**src/rtl/ram_init_pkg.sv**
```systemverilog
// ram_init_pkg
// Shared constants for the RAM initialisation path: FSM state encoding of
// ram_init_ctrl and the default address/data widths agreed with the
// upstream initialisation sequencer.
package ram_init_pkg;

  // Defaults shared with the upstream sequencer; its address width must
  // match ADDR_W of ram_init_ctrl.
  localparam int PKG_ADDR_W = 3;
  localparam int PKG_DATA_W = 8;

  typedef logic [1:0] state_t;

  // Encoded as plain constants so legacy code can compare raw bit patterns.
  localparam logic [1:0] ST_WAIT  = 2'd0;
  localparam logic [1:0] ST_INIT  = 2'd1;
  localparam logic [1:0] ST_READY = 2'd2;

endpackage

```
**src/rtl/ram_init_ctrl_if.sv**
```systemverilog
// ram_init_ctrl_if
// User-side request/response bundle of ram_init_ctrl.
//   req_valid / req_ready : request handshake
//   req_we, req_addr, req_wdata : request payload
//   rsp_valid / rsp_rdata : read response, no back-pressure
// Handshake: a request transfers on a rising edge where req_valid and
// req_ready are both 1. The master keeps req_valid and the payload stable
// until that edge. rsp_valid is a single-cycle pulse that the master must
// always accept; rsp_rdata holds its last value between pulses.
interface ram_init_ctrl_if #(
  parameter int ADDR_W = 3,
  parameter int DATA_W = 8
);
  logic              req_valid;
  logic              req_ready;
  logic              req_we;
  logic [ADDR_W-1:0] req_addr;
  logic [DATA_W-1:0] req_wdata;
  logic              rsp_valid;
  logic [DATA_W-1:0] rsp_rdata;

  modport master (
    output req_valid, req_we, req_addr, req_wdata,
    input  req_ready, rsp_valid, rsp_rdata
  );

  modport slave (
    input  req_valid, req_we, req_addr, req_wdata,
    output req_ready, rsp_valid, rsp_rdata
  );
endinterface

```
**src/rtl/ram_sp_sync.sv**
```systemverilog
// ram_sp_sync
// Single-port synchronous RAM, DEPTH = 2**ADDR_W words of DATA_W bits.
// One access per cycle; the read is registered and returns the contents
// before a same-cycle write. Storage has no reset.
//   clk_i   : clock
//   we_i    : write enable
//   addr_i  : word address
//   wdata_i : write data
//   rdata_o : registered read data of addr_i from the previous edge
module ram_sp_sync #(
  parameter int ADDR_W = 3,
  parameter int DATA_W = 8
) (
  input  logic              clk_i,
  input  logic              we_i,
  input  logic [ADDR_W-1:0] addr_i,
  input  logic [DATA_W-1:0] wdata_i,
  output logic [DATA_W-1:0] rdata_o
);
  localparam int DEPTH = 1 << ADDR_W;

  logic [DATA_W-1:0] mem_q [DEPTH];
  logic [DATA_W-1:0] rdata_q;

  always_ff @(posedge clk_i) begin
    if (we_i) begin
      mem_q[addr_i] <= wdata_i;
    end
    rdata_q <= mem_q[addr_i];
  end

  assign rdata_o = rdata_q;
endmodule

```
**src/rtl/ram_init_ctrl.sv**
```systemverilog
// ram_init_ctrl
// Consumes the init sequencer's enable/address stream, fills the internal
// RAM with FILL, then opens the RAM to a user request port.
//   sys_clk     : clock, rising edge
//   sys_rst     : asynchronous active-high reset
//   intial_en   : fill strobe, one FILL write per cycle while high
//   intial_addr : fill address, qualified by intial_en
//   init_done   : registered, high while the user port is open (READY)
//   usr         : user request/response bundle (slave side)
//   dbg_state   : current FSM state for observation
module ram_init_ctrl
  import ram_init_pkg::*;
#(
  parameter int              ADDR_W = PKG_ADDR_W,
  parameter int              DATA_W = PKG_DATA_W,
  parameter logic [DATA_W-1:0] FILL = '0
) (
  input  logic              sys_clk,
  input  logic              sys_rst,
  input  logic              intial_en,
  input  logic [ADDR_W-1:0] intial_addr,
  output logic              init_done,
  ram_init_ctrl_if.slave    usr,
  output logic [1:0]        dbg_state
);

  state_t            state_q, state_d;
  logic              init_done_q;
  logic              rsp_valid_q;
  logic [DATA_W-1:0] rsp_hold_q;

  logic              accept;
  logic              ram_we;
  logic [ADDR_W-1:0] ram_addr;
  logic [DATA_W-1:0] ram_wdata;
  logic [DATA_W-1:0] ram_rdata;

  // ---------------------------------------------------------------- FSM
  // Any state moves to INIT when intial_en is high, so intial_en alone
  // marks a fill cycle (including the WAIT exit and the READY re-init).
  always_comb begin
    state_d = state_q;
    case (state_q)
      ST_WAIT:  if (intial_en)  state_d = ST_INIT;
      ST_INIT:  if (!intial_en) state_d = ST_READY;
      ST_READY: if (intial_en)  state_d = ST_INIT;
      default:  state_d = ST_WAIT;
    endcase
  end

  // The fill strobe pre-empts user traffic in the same cycle.
  assign usr.req_ready = (state_q == ST_READY) && !intial_en;
  assign accept        = usr.req_valid && usr.req_ready;

  // ----------------------------------------------------------- port mux
  always_comb begin
    ram_we    = 1'b0;
    ram_addr  = usr.req_addr;
    ram_wdata = usr.req_wdata;
    if (intial_en) begin
      ram_we    = 1'b1;
      ram_addr  = intial_addr;
      ram_wdata = FILL;
    end else begin
      ram_we    = accept && usr.req_we;
    end
  end

  ram_sp_sync #(
    .ADDR_W (ADDR_W),
    .DATA_W (DATA_W)
  ) u_ram (
    .clk_i   (sys_clk),
    .we_i    (ram_we),
    .addr_i  (ram_addr),
    .wdata_i (ram_wdata),
    .rdata_o (ram_rdata)
  );

  // ------------------------------------------------------------ registers
  always_ff @(posedge sys_clk or posedge sys_rst) begin
    if (sys_rst) begin
      state_q     <= ST_WAIT;
      init_done_q <= 1'b0;
      rsp_valid_q <= 1'b0;
      rsp_hold_q  <= '0;
    end else begin
      state_q     <= state_d;
      init_done_q <= (state_d == ST_READY);
      rsp_valid_q <= accept && !usr.req_we;
      // The RAM reads every cycle, so its output is captured here to keep
      // rsp_rdata steady after the response pulse.
      if (rsp_valid_q) begin
        rsp_hold_q <= ram_rdata;
      end
    end
  end

  assign usr.rsp_valid = rsp_valid_q;
  assign usr.rsp_rdata = rsp_valid_q ? ram_rdata : rsp_hold_q;
  assign init_done     = init_done_q;
  assign dbg_state     = state_q;

endmodule

```
**src/flat_wrapper.sv**
```systemverilog
// flat-port wrapper written by rule: the top's interface ports become plain ports
module ram_init_ctrl_flat import ram_init_pkg::*;
#(
  parameter int              ADDR_W = PKG_ADDR_W,
  parameter int              DATA_W = PKG_DATA_W,
  parameter logic [DATA_W-1:0] FILL = '0
)
  (sys_clk, sys_rst, intial_en, intial_addr, init_done, dbg_state, usr_req_valid, usr_req_we, usr_req_addr, usr_req_wdata, usr_req_ready, usr_rsp_valid, usr_rsp_rdata);
  ram_init_ctrl_if #(.ADDR_W(ADDR_W), .DATA_W(DATA_W)) usr_i ();
  input  logic sys_clk;
  input  logic sys_rst;
  input  logic intial_en;
  input  logic [ADDR_W-1:0] intial_addr;
  output logic init_done;
  output logic [1:0] dbg_state;
  input wire logic [$bits(usr_i.req_valid)-1:0] usr_req_valid;
  input wire logic [$bits(usr_i.req_we)-1:0] usr_req_we;
  input wire logic [$bits(usr_i.req_addr)-1:0] usr_req_addr;
  input wire logic [$bits(usr_i.req_wdata)-1:0] usr_req_wdata;
  output wire logic [$bits(usr_i.req_ready)-1:0] usr_req_ready;
  output wire logic [$bits(usr_i.rsp_valid)-1:0] usr_rsp_valid;
  output wire logic [$bits(usr_i.rsp_rdata)-1:0] usr_rsp_rdata;
  assign usr_i.req_valid = usr_req_valid;
  assign usr_i.req_we = usr_req_we;
  assign usr_i.req_addr = usr_req_addr;
  assign usr_i.req_wdata = usr_req_wdata;
  assign usr_req_ready = usr_i.req_ready;
  assign usr_rsp_valid = usr_i.rsp_valid;
  assign usr_rsp_rdata = usr_i.rsp_rdata;
  ram_init_ctrl #(.ADDR_W(ADDR_W), .DATA_W(DATA_W), .FILL(FILL)) u_core (.sys_clk(sys_clk), .sys_rst(sys_rst), .intial_en(intial_en), .intial_addr(intial_addr), .init_done(init_done), .usr(usr_i), .dbg_state(dbg_state));
endmodule
```
**config.mk**
```make
export PLATFORM = sky130hd
export DESIGN_NAME = ram_init_ctrl_flat
export DESIGN_NICKNAME = d
export VERILOG_FILES = /design/src/rtl/ram_init_pkg.sv /design/src/rtl/ram_init_ctrl_if.sv /design/src/rtl/ram_sp_sync.sv /design/src/rtl/ram_init_ctrl.sv /design/src/flat_wrapper.sv
export SDC_FILE = /design/constraint.sdc
export NUM_CORES = 1
export LEC_CHECK = 0
export BUFFER_PORTS_ARGS = -buffer_cell sky130_fd_sc_hd__buf_2
export CORE_UTILIZATION = 58
export CTS_CLUSTER_DIAMETER = 80
export DETAILED_ROUTE_END_ITERATION = 10
export GPL_TIMING_DRIVEN = 1
export PLACE_DENSITY = 0.89
export SYNTH_ARGS = -nofsm -noshare
export SYNTH_HDL_FRONTEND = slang
export SYNTH_SLANG_ARGS = --single-unit
export TNS_END_PERCENT = 10
```
**constraint.sdc**
```tcl
create_clock -name sys_clk -period 2.15 [get_ports sys_clk]
set_input_delay 0.1075 -clock sys_clk [delete_from_list [all_inputs] [get_ports sys_clk]]
set_output_delay 0.1075 -clock sys_clk [all_outputs]
set_load 0.02 [all_outputs]
```
==> metrics.md, run 1 <==
| Metric | Value |
|---|---|
| Result of the run | `finished, final reports clean` |
| Antenna violation net count after detailed routing | `0` |
| Area delta synth->final | `16.97%` |
| Worst Min Path Start | `usr_req_valid` |
| Width of the die | `~77 um` |
| Number of global-route vias before repair | `2,171` |
| Cell at the root of the clock tree | `clkbuf_8` |
| Worst slack after detailed placement | `0.2572 ns` |
| Met3 usage in global routing | `0.04286` |
| Number of setup violations in the final report | `0` |
| Antenna Cells | `0` |
| Xor and xnor fraction of the mapped netlist area | `0` |
| Antenna violations before repair | `0` |
| Number of storage elements in the synthesis netlist | `84` |
| First-pass iteration count of the detailed router | `4` |
| Synth cell count leaders | `nand2_1, edfxtp_1, a21oi_1` |
| TritonCTS clock tree | `built` |
| Worst Hold Path EP | `u_core.usr.rsp_valid$_DFF_PP0_` |
| Die Height | `77.21 um` |
| Area share of and/or/nand/nor cells after synthesis | `0.1369` |
| Final cycle utilization of the critical path | `0.8881` |
| Via count | `between 2,000 and 2,500` |
| Synth warn | `0` |
| Launch instance of the worst register-to-register path | `u_core.dbg_state[0]$_DFF_PP0_` |
| Setup crit end kind | `flop` |
| Clock-pin slew on the worst setup and hold paths | `0.08 ns` |
| Arrival time reported for the critical path endpoint | `1.89 ns` |
| Reg-to-Reg End | `u_core.u_ram.mem_q[3][6]$_DFFE_PP_` |
| Cell types occupying the most area after synthesis | `edfxtp_1, dfrtp_1, nand2_1` |
| Syn Nets | `264` |
| Unrepaired setup endpoints after global routing | `no` |
| Fin crit period | `1.909 ns` |
| Post-synthesis sequential area ratio | `0.7262` |
| Met1 track demand over resource in global routing | `0.3172` |
| Port Buf Inserts | `31` |
| Maximum clock path buffer count | `2` |
| Portion of netlist area occupied by mux cells | `0.03509` |
| Post-synth top area cell | `edfxtp_1` |
| Initial cell density of the core | `0.5995` |
| Minimum setup slack in the final design | `between 0.2 and 0.25 ns` |
| Top_reg_cell synth | `edfxtp_1` |
| Reg2Reg Depth | `4` |
| Share of flip-flops with an asynchronous set or reset | `0.1429` |
| DR vias/cell | `~5.5` |
| HPWL after detailed placement | `about 4.7 mm` |
| Wirelength per Cell | `~18 um` |
| End-of-flow core utilization | `0.7012` |
| Worst Setup SP | `u_core.dbg_state[0]$_DFF_PP0_` |
| Total power draw | `roughly 0.0034 W` |
| Synthesized-area fraction occupied by ao, oa, aoi and oai cells | `0.08429` |
| Count of clock tree sinks | `84` |
| Detailed-route wire length | `6.793 mm` |
| Synthesized instance count | `approximately 250` |
| Hold depth | `2` |
| Die outline area | `5961 sq um` |
| HP Class | `in2reg` |
| Level count of the clock H-tree | `3` |
| Lkg Pwr | `approximately 1.5 nW` |
| Global routing's busiest layer | `met2` |
| Count of final hold-check violations | `0` |
| Number of enable-type register cells in the synthesized netlist | `64` |
| Cell Pwr Density | `around 870 nW/um^2` |
| Most frequent cell after synthesis | `nand2_1` |
| Layout net count | `~320` |
| Netlist Area Pre-Place | `3281 sq um` |
| Maximum resistive drop on vdd | `0.4522 mV` |
| # DRC | `0` |
| Overall track demand over capacity in global routing | `0.2514` |
| Number of top-level pins | `32` |
| Layout cell share with drive strength beyond 1 | `0.2664` |
| Later-pin clock latency in the skew report | `0.35 ns` |
| Crit start category | `flop` |
| Remaining global-route overflow | `0` |
| Setup Crit Path Kind | `reg2reg` |
| Largest clock skew in the final design | `approximately 0.006 ns` |
| Setup TNS Final | `0 ns` |
| Row cnt | `27` |
| Gp weighted congestion | `0.8159` |
| Fmax | `~0.52 GHz` |
| Area of the placeable core | `approximately 5500 sq um` |
| Clock buffers created by TritonCTS | `9` |
| Number of maximum-capacitance violations | `0` |
| Worst-case register-to-register setup slack | `0.24 ns` |
| Worst-case headroom to the max-slew limit | `0.5131` |
| Initial DRC count | `188` |
| Worst Path Required | `2.13 ns` |
| Pin count of the biggest net entering global routing | `33` |
| Yosys top cell area share | `0.5858` |
| Number of distinct library cells after synthesis | `25` |
| Transition time of the tightest slew-check pin | `slightly above 0.7 ns` |
| Wire length of the first global-routing pass | `10.74 mm` |
| Adder-Cell Fraction of Synth Area | `0` |
| Post-synthesis area per instance | `roughly 13 sq um` |
| GRT met2 Usage | `0.4106` |
| Final Slew Violations | `0` |
| Dominant combinational cell family by area after synthesis | `simple AND/OR/NAND/NOR gates` |
| Largest fanout on the critical path | `8` |
[kinds of logic (layout without fill, tap and decap cells)]
kind of cell,Yosys count,in the layout
simple gates,99,99
flops,84,84
compound gates,40,40
buf+inv,12,71
mux,10,10
[flip-flops by register name, summed over array words and instances (netlist names)]
register,count
u_core.u_ram.mem_q,64
u_core.rsp_hold_q,8
u_core.u_ram.rdata_o,8
u_core.dbg_state,2
u_core.init_done,1
u_core.usr.rsp_valid,1
[timing repair]
action                    CTS  global route
setup buffers               0             0
hold endpoints to repair   13             0
hold buffers                2             0
resized for setup           0             0
[per-layer routing]
layer | up-vias | wire (um)
met2 | 73 | 3471
met1 | 1002 | 2820
met5 | - | 0
met3 | 18 | 296
li1 | 982 | -
met4 | 0 | 204
[critical path, stage by stage (launching register included)]
cell and delay (ns):
dfrtp_1 0.41, nand2b_1 0.21, o21bai_1 0.24, nand2_1 0.12
nor2_1 0.57
[cell type report]
type,instances,area (sq um)
Inverter,3,11.26
Fill cell,363,1635
Clock inverter,6,63.81
Tap cell,72,90.09
Sequential cell,84,2382
Multi-Input combinational cell,149,844.6
Timing Repair Buffer,52,317.8
Clock buffer,10,127.6
[layout by cell type (no fill, tap or decap), drive strengths merged, types with 4 or more instances in the layout]
cell type	synthesis	routed
nand2	68	68
edfxtp	64	64
buf	5	50
a21oi	34	34
dfrtp	12	12
nor2	11	11
clkbuf	4	10
mux2	9	9
or4	8	8
dfxtp	8	8
nor2b	5	5
and2b	4	4
inv	3	4
[metrics by stage]
step,std cells,cell area [sq um],hold slack (ns)
2_1_floorplan,245,3281,-0.02780
3_3_place_gp,358,3626,0.1140
3_5_place_dp,358,3626,0.1339
4_1_cts,376,3837,0.01871
5_1_grt,376,3837,0.02424
6_report,376,3837,0.02888
[power by group]
part	total [W]	leakage [nW]	switching, W	internal, W
sequential	0.00188	0.799	0.0000301	0.00185
clock	0.00108	0.0927	0.000547	0.000537
combinational	0.000392	0.638	0.000245	0.000147
total	0.00335	1.53	0.000823	0.00253
[worst max-delay path by stage]
stage	endpoint	slack [ns]	depth (start not counted)
2_1_floorplan	u_core.u_ram.mem_q[1][0]$_DFFE_PP_	0.42	4
3_3_place_gp	u_core.u_ram.rdata_o[6]$_DFF_P_	0.31	6
3_5_place_dp	u_core.u_ram.mem_q[3][1]$_DFFE_PP_	0.26	4
4_1_cts	u_core.u_ram.mem_q[3][0]$_DFFE_PP_	0.24	4
5_1_grt	u_core.u_ram.mem_q[3][4]$_DFFE_PP_	0.11	4
6_report	u_core.u_ram.mem_q[3][6]$_DFFE_PP_	0.24	4
Note: power is estimated with default switching activity, not from simulation.
==> run 2, diff against run 1 <==
--- a/config.mk
+++ b/config.mk
@@ -11,6 +11,7 @@
 export DETAILED_ROUTE_END_ITERATION = 10
 export GPL_TIMING_DRIVEN = 1
 export PLACE_DENSITY = 0.89
+export RECOVER_POWER = 50
 export SYNTH_ARGS = -nofsm -noshare
 export SYNTH_HDL_FRONTEND = slang
 export SYNTH_SLANG_ARGS = --single-unit
==> run 2 against run 1 <==
Net effect: hold slack got worse by 0.0015 ns; first-iteration DRC count down 1.6%; largest power group unchanged; combinational power hardly changed; clock power is essentially flat; sequential cell count did not move; sequential power hardly changed; register-to-register slack lost 0.02 ns; non-clock buffer count unchanged.
==> metrics.md, run 2 (synthesis results as in run 1) <==
| Metric | Value |
|---|---|
| Result of the run | `finished, final reports clean` |
| Cell Pwr Density | `874.2 nW/um^2` |
| Count of cell instances traversed by the critical path | `4` |
| Maximum clock path buffer count | `2` |
| Die Height | `77.21 um` |
| Cells resized by post-CTS repair | `0` |
| Largest clock skew in the final design | `0.004857 ns` |
| Worst Path Required | `between 2 and 2.5 ns` |
| Ordered cell list for the critical path | `nand2b_1 > o21bai_1 > nand2_1 > nor2_1` |
| Number of global-route vias before repair | `2,171` |
| Antenna violation net count after detailed routing | `0` |
| Number of setup violations in the final report | `0` |
| Layout cell share with drive strength beyond 1 | `0.2500` |
| Unrepaired setup endpoints after global routing | `no` |
| Number of setup buffers added after CTS | `0` |
| Area delta synth->final | `16.82%` |
| Count of clock tree sinks | `84` |
| Worst-case headroom to the max-slew limit | `0.5072` |
| Transition time of the tightest slew-check pin | `0.7364 ns` |
| First-pass iteration count of the detailed router | `5` |
| Crit start category | `flop` |
| Antenna violations before repair | `0` |
| Clock buffers created by TritonCTS | `9` |
| Logic gate share of total power | `0.116` |
| Setup crit end kind | `flop` |
| End-of-flow core utilization | `0.7003` |
| Final non-filler cell total | `around 380` |
| Final Slew Violations | `0` |
| Width of the die | `77.21 um` |
| Cell at the root of the clock tree | `clkbuf_8` |
| Count of final hold-check violations | `0` |
| Sequential fraction of design power | `0.560` |
| Overall track demand over capacity in global routing | `0.2514` |
| Later-pin clock latency in the skew report | `0.35 ns` |
| HP Class | `in2reg` |
| Count of buffering cells on the critical path with inverters included | `0` |
| Final cycle utilization of the critical path | `0.8963` |
| Detailed-route wire length | `just under 7 mm` |
| Largest fanout on the critical path | `8` |
| Fmax | `roughly 0.52 GHz` |
| Number of instances in the placed design | `358` |
| Number of top-level pins | `32` |
| Internal power | `between 0.002 and 0.003 W` |
| Arrival time reported for the critical path endpoint | `1.91 ns` |
| TritonCTS clock tree | `built` |
| Area of the placeable core | `5473 sq um` |
| Via count | `slightly above 2,000` |
| Max FFs per register | `64` |
| NetSw | `a little over 0.0008 W` |
| Clock-pin slew on the worst setup and hold paths | `0.08 ns` |
| Reg2Reg Depth | `4` |
| Gp weighted congestion | `0.8159` |
| Initial DRC count | `185` |
| Die outline area | `5961 sq um` |
| Switching Fraction | `0.2460` |
| Register ranked first by flip-flop count | `u_core.u_ram.mem_q` |
| Leading cell type in the layout, fill and taps excluded | `nand2_1` |
| Port Buf Inserts | `31` |
| Row cnt | `27` |
| # hold bufs at CTS | `2` |
| Number of maximum-capacitance violations | `0` |
| Highest-count cells in the layout ignoring fill and taps | `nand2_1, edfxtp_1, a21oi_1` |
| HPWL after detailed placement | `4.705 mm` |
| DR vias/cell | `5.479` |
| Wirelength per Cell | `18.13 um` |
| Setup TNS Final | `0 ns` |
| Wire length of the first global-routing pass | `10.74 mm` |
| Pin count of the biggest net entering global routing | `33` |
| Layout net count | `between 300 and 400` |
| Setup Crit Path Kind | `reg2reg` |
| Fin crit period | `approximately 1.9 ns` |
| # DRC | `0` |
| Initial cell density of the core | `0.5995` |
| Remaining global-route overflow | `0` |
| Antenna Cells | `0` |
| Crit path largest cell delay | `0.58 ns` |
| Largest delay contributor family on the critical path | `simple AND/OR/NAND/NOR gates` |
| Maximum resistive drop on vdd | `0.4563 mV` |
| Hold depth | `2` |
| Lkg Pwr | `1.518 nW` |
| Library cell contributing the largest single delay on the critical path | `nor2_1` |
| Share of total power in the clock network | `0.324` |
| Level count of the clock H-tree | `3` |
-- run 2: cell types whose count changed in the layout (fill, tap and decap cells not counted) --
cell      before  now
mux2_2         8    7
buf_2         31   27
clkbuf_1       1    5
mux2_1         0    1
-- run 2: per-layer routing --
metal | vias up | share of wire | GRT usage
li1 | 978 | - | -
met1 | 983 | 0.41 | 0.3172
met2 | 82 | 0.51 | 0.4106
met3 | 17 | 0.051 | 0.04286
met4 | 0 | 0.028 | 0.1434
met5 | - | 0 | 0
-- run 2: worst paths after layout --
check	startpoint	endpoint	slack, ns
max in group asynchronous	sys_rst	u_core.rsp_hold_q[1]$_DFF_PP0_	1.55
min in group asynchronous	sys_rst	u_core.rsp_hold_q[4]$_DFF_PP0_	0.30
setup reg to reg	u_core.dbg_state[0]$_DFF_PP0_	u_core.u_ram.mem_q[3][1]$_DFFE_PP_	0.22
hold / removal	usr_req_valid	u_core.usr.rsp_valid$_DFF_PP0_	0.03
setup / recovery	u_core.dbg_state[0]$_DFF_PP0_	u_core.u_ram.mem_q[3][1]$_DFFE_PP_	0.22
hold reg to reg	u_core.rsp_hold_q[2]$_DFF_PP0_	u_core.rsp_hold_q[2]$_DFF_PP0_	0.49
-- run 2: power by group through the flow --
stage	sequential (W)	clock, W	combinational [W]
2_1_floorplan	0.00190	0	0.000244
3_3_place_gp	0.00191	0	0.000373
3_5_place_dp	0.00191	0	0.000391
4_1_cts	0.00188	0.00111	0.000395
5_1_grt	0.00188	0.00116	0.000424
6_report	0.00188	0.00109	0.000390
-- run 2: final cells by class --
cell class              instances  area, sq um
multi-input cells             149        844.6
inverters                       3        11.26
flip-flops and latches         84         2382
fillers                       365         1640
well taps                      72        90.09
repair buffers                 52        312.8
clock inverters                 6        63.81
clock buffers                  10        127.6
-- run 2: stage by stage --
| stage | area, sq um | power, W | hold slack [ns] | setup WS, ns |
|---|---|---|---|---|
| after detailed placement | 3626 | 0.002303 | 0.1339 | 0.2572 |
| after CTS | 3837 | 0.003378 | 0.01871 | 0.2382 |
| after global placement | 3626 | 0.002280 | 0.1140 | 0.3123 |
| after floorplan | 3281 | 0.002148 | -0.02780 | 0.4181 |
| after global routing | 3832 | 0.003467 | 0.02424 | 0.1068 |
| final | 3832 | 0.003350 | 0.02738 | 0.2229 |
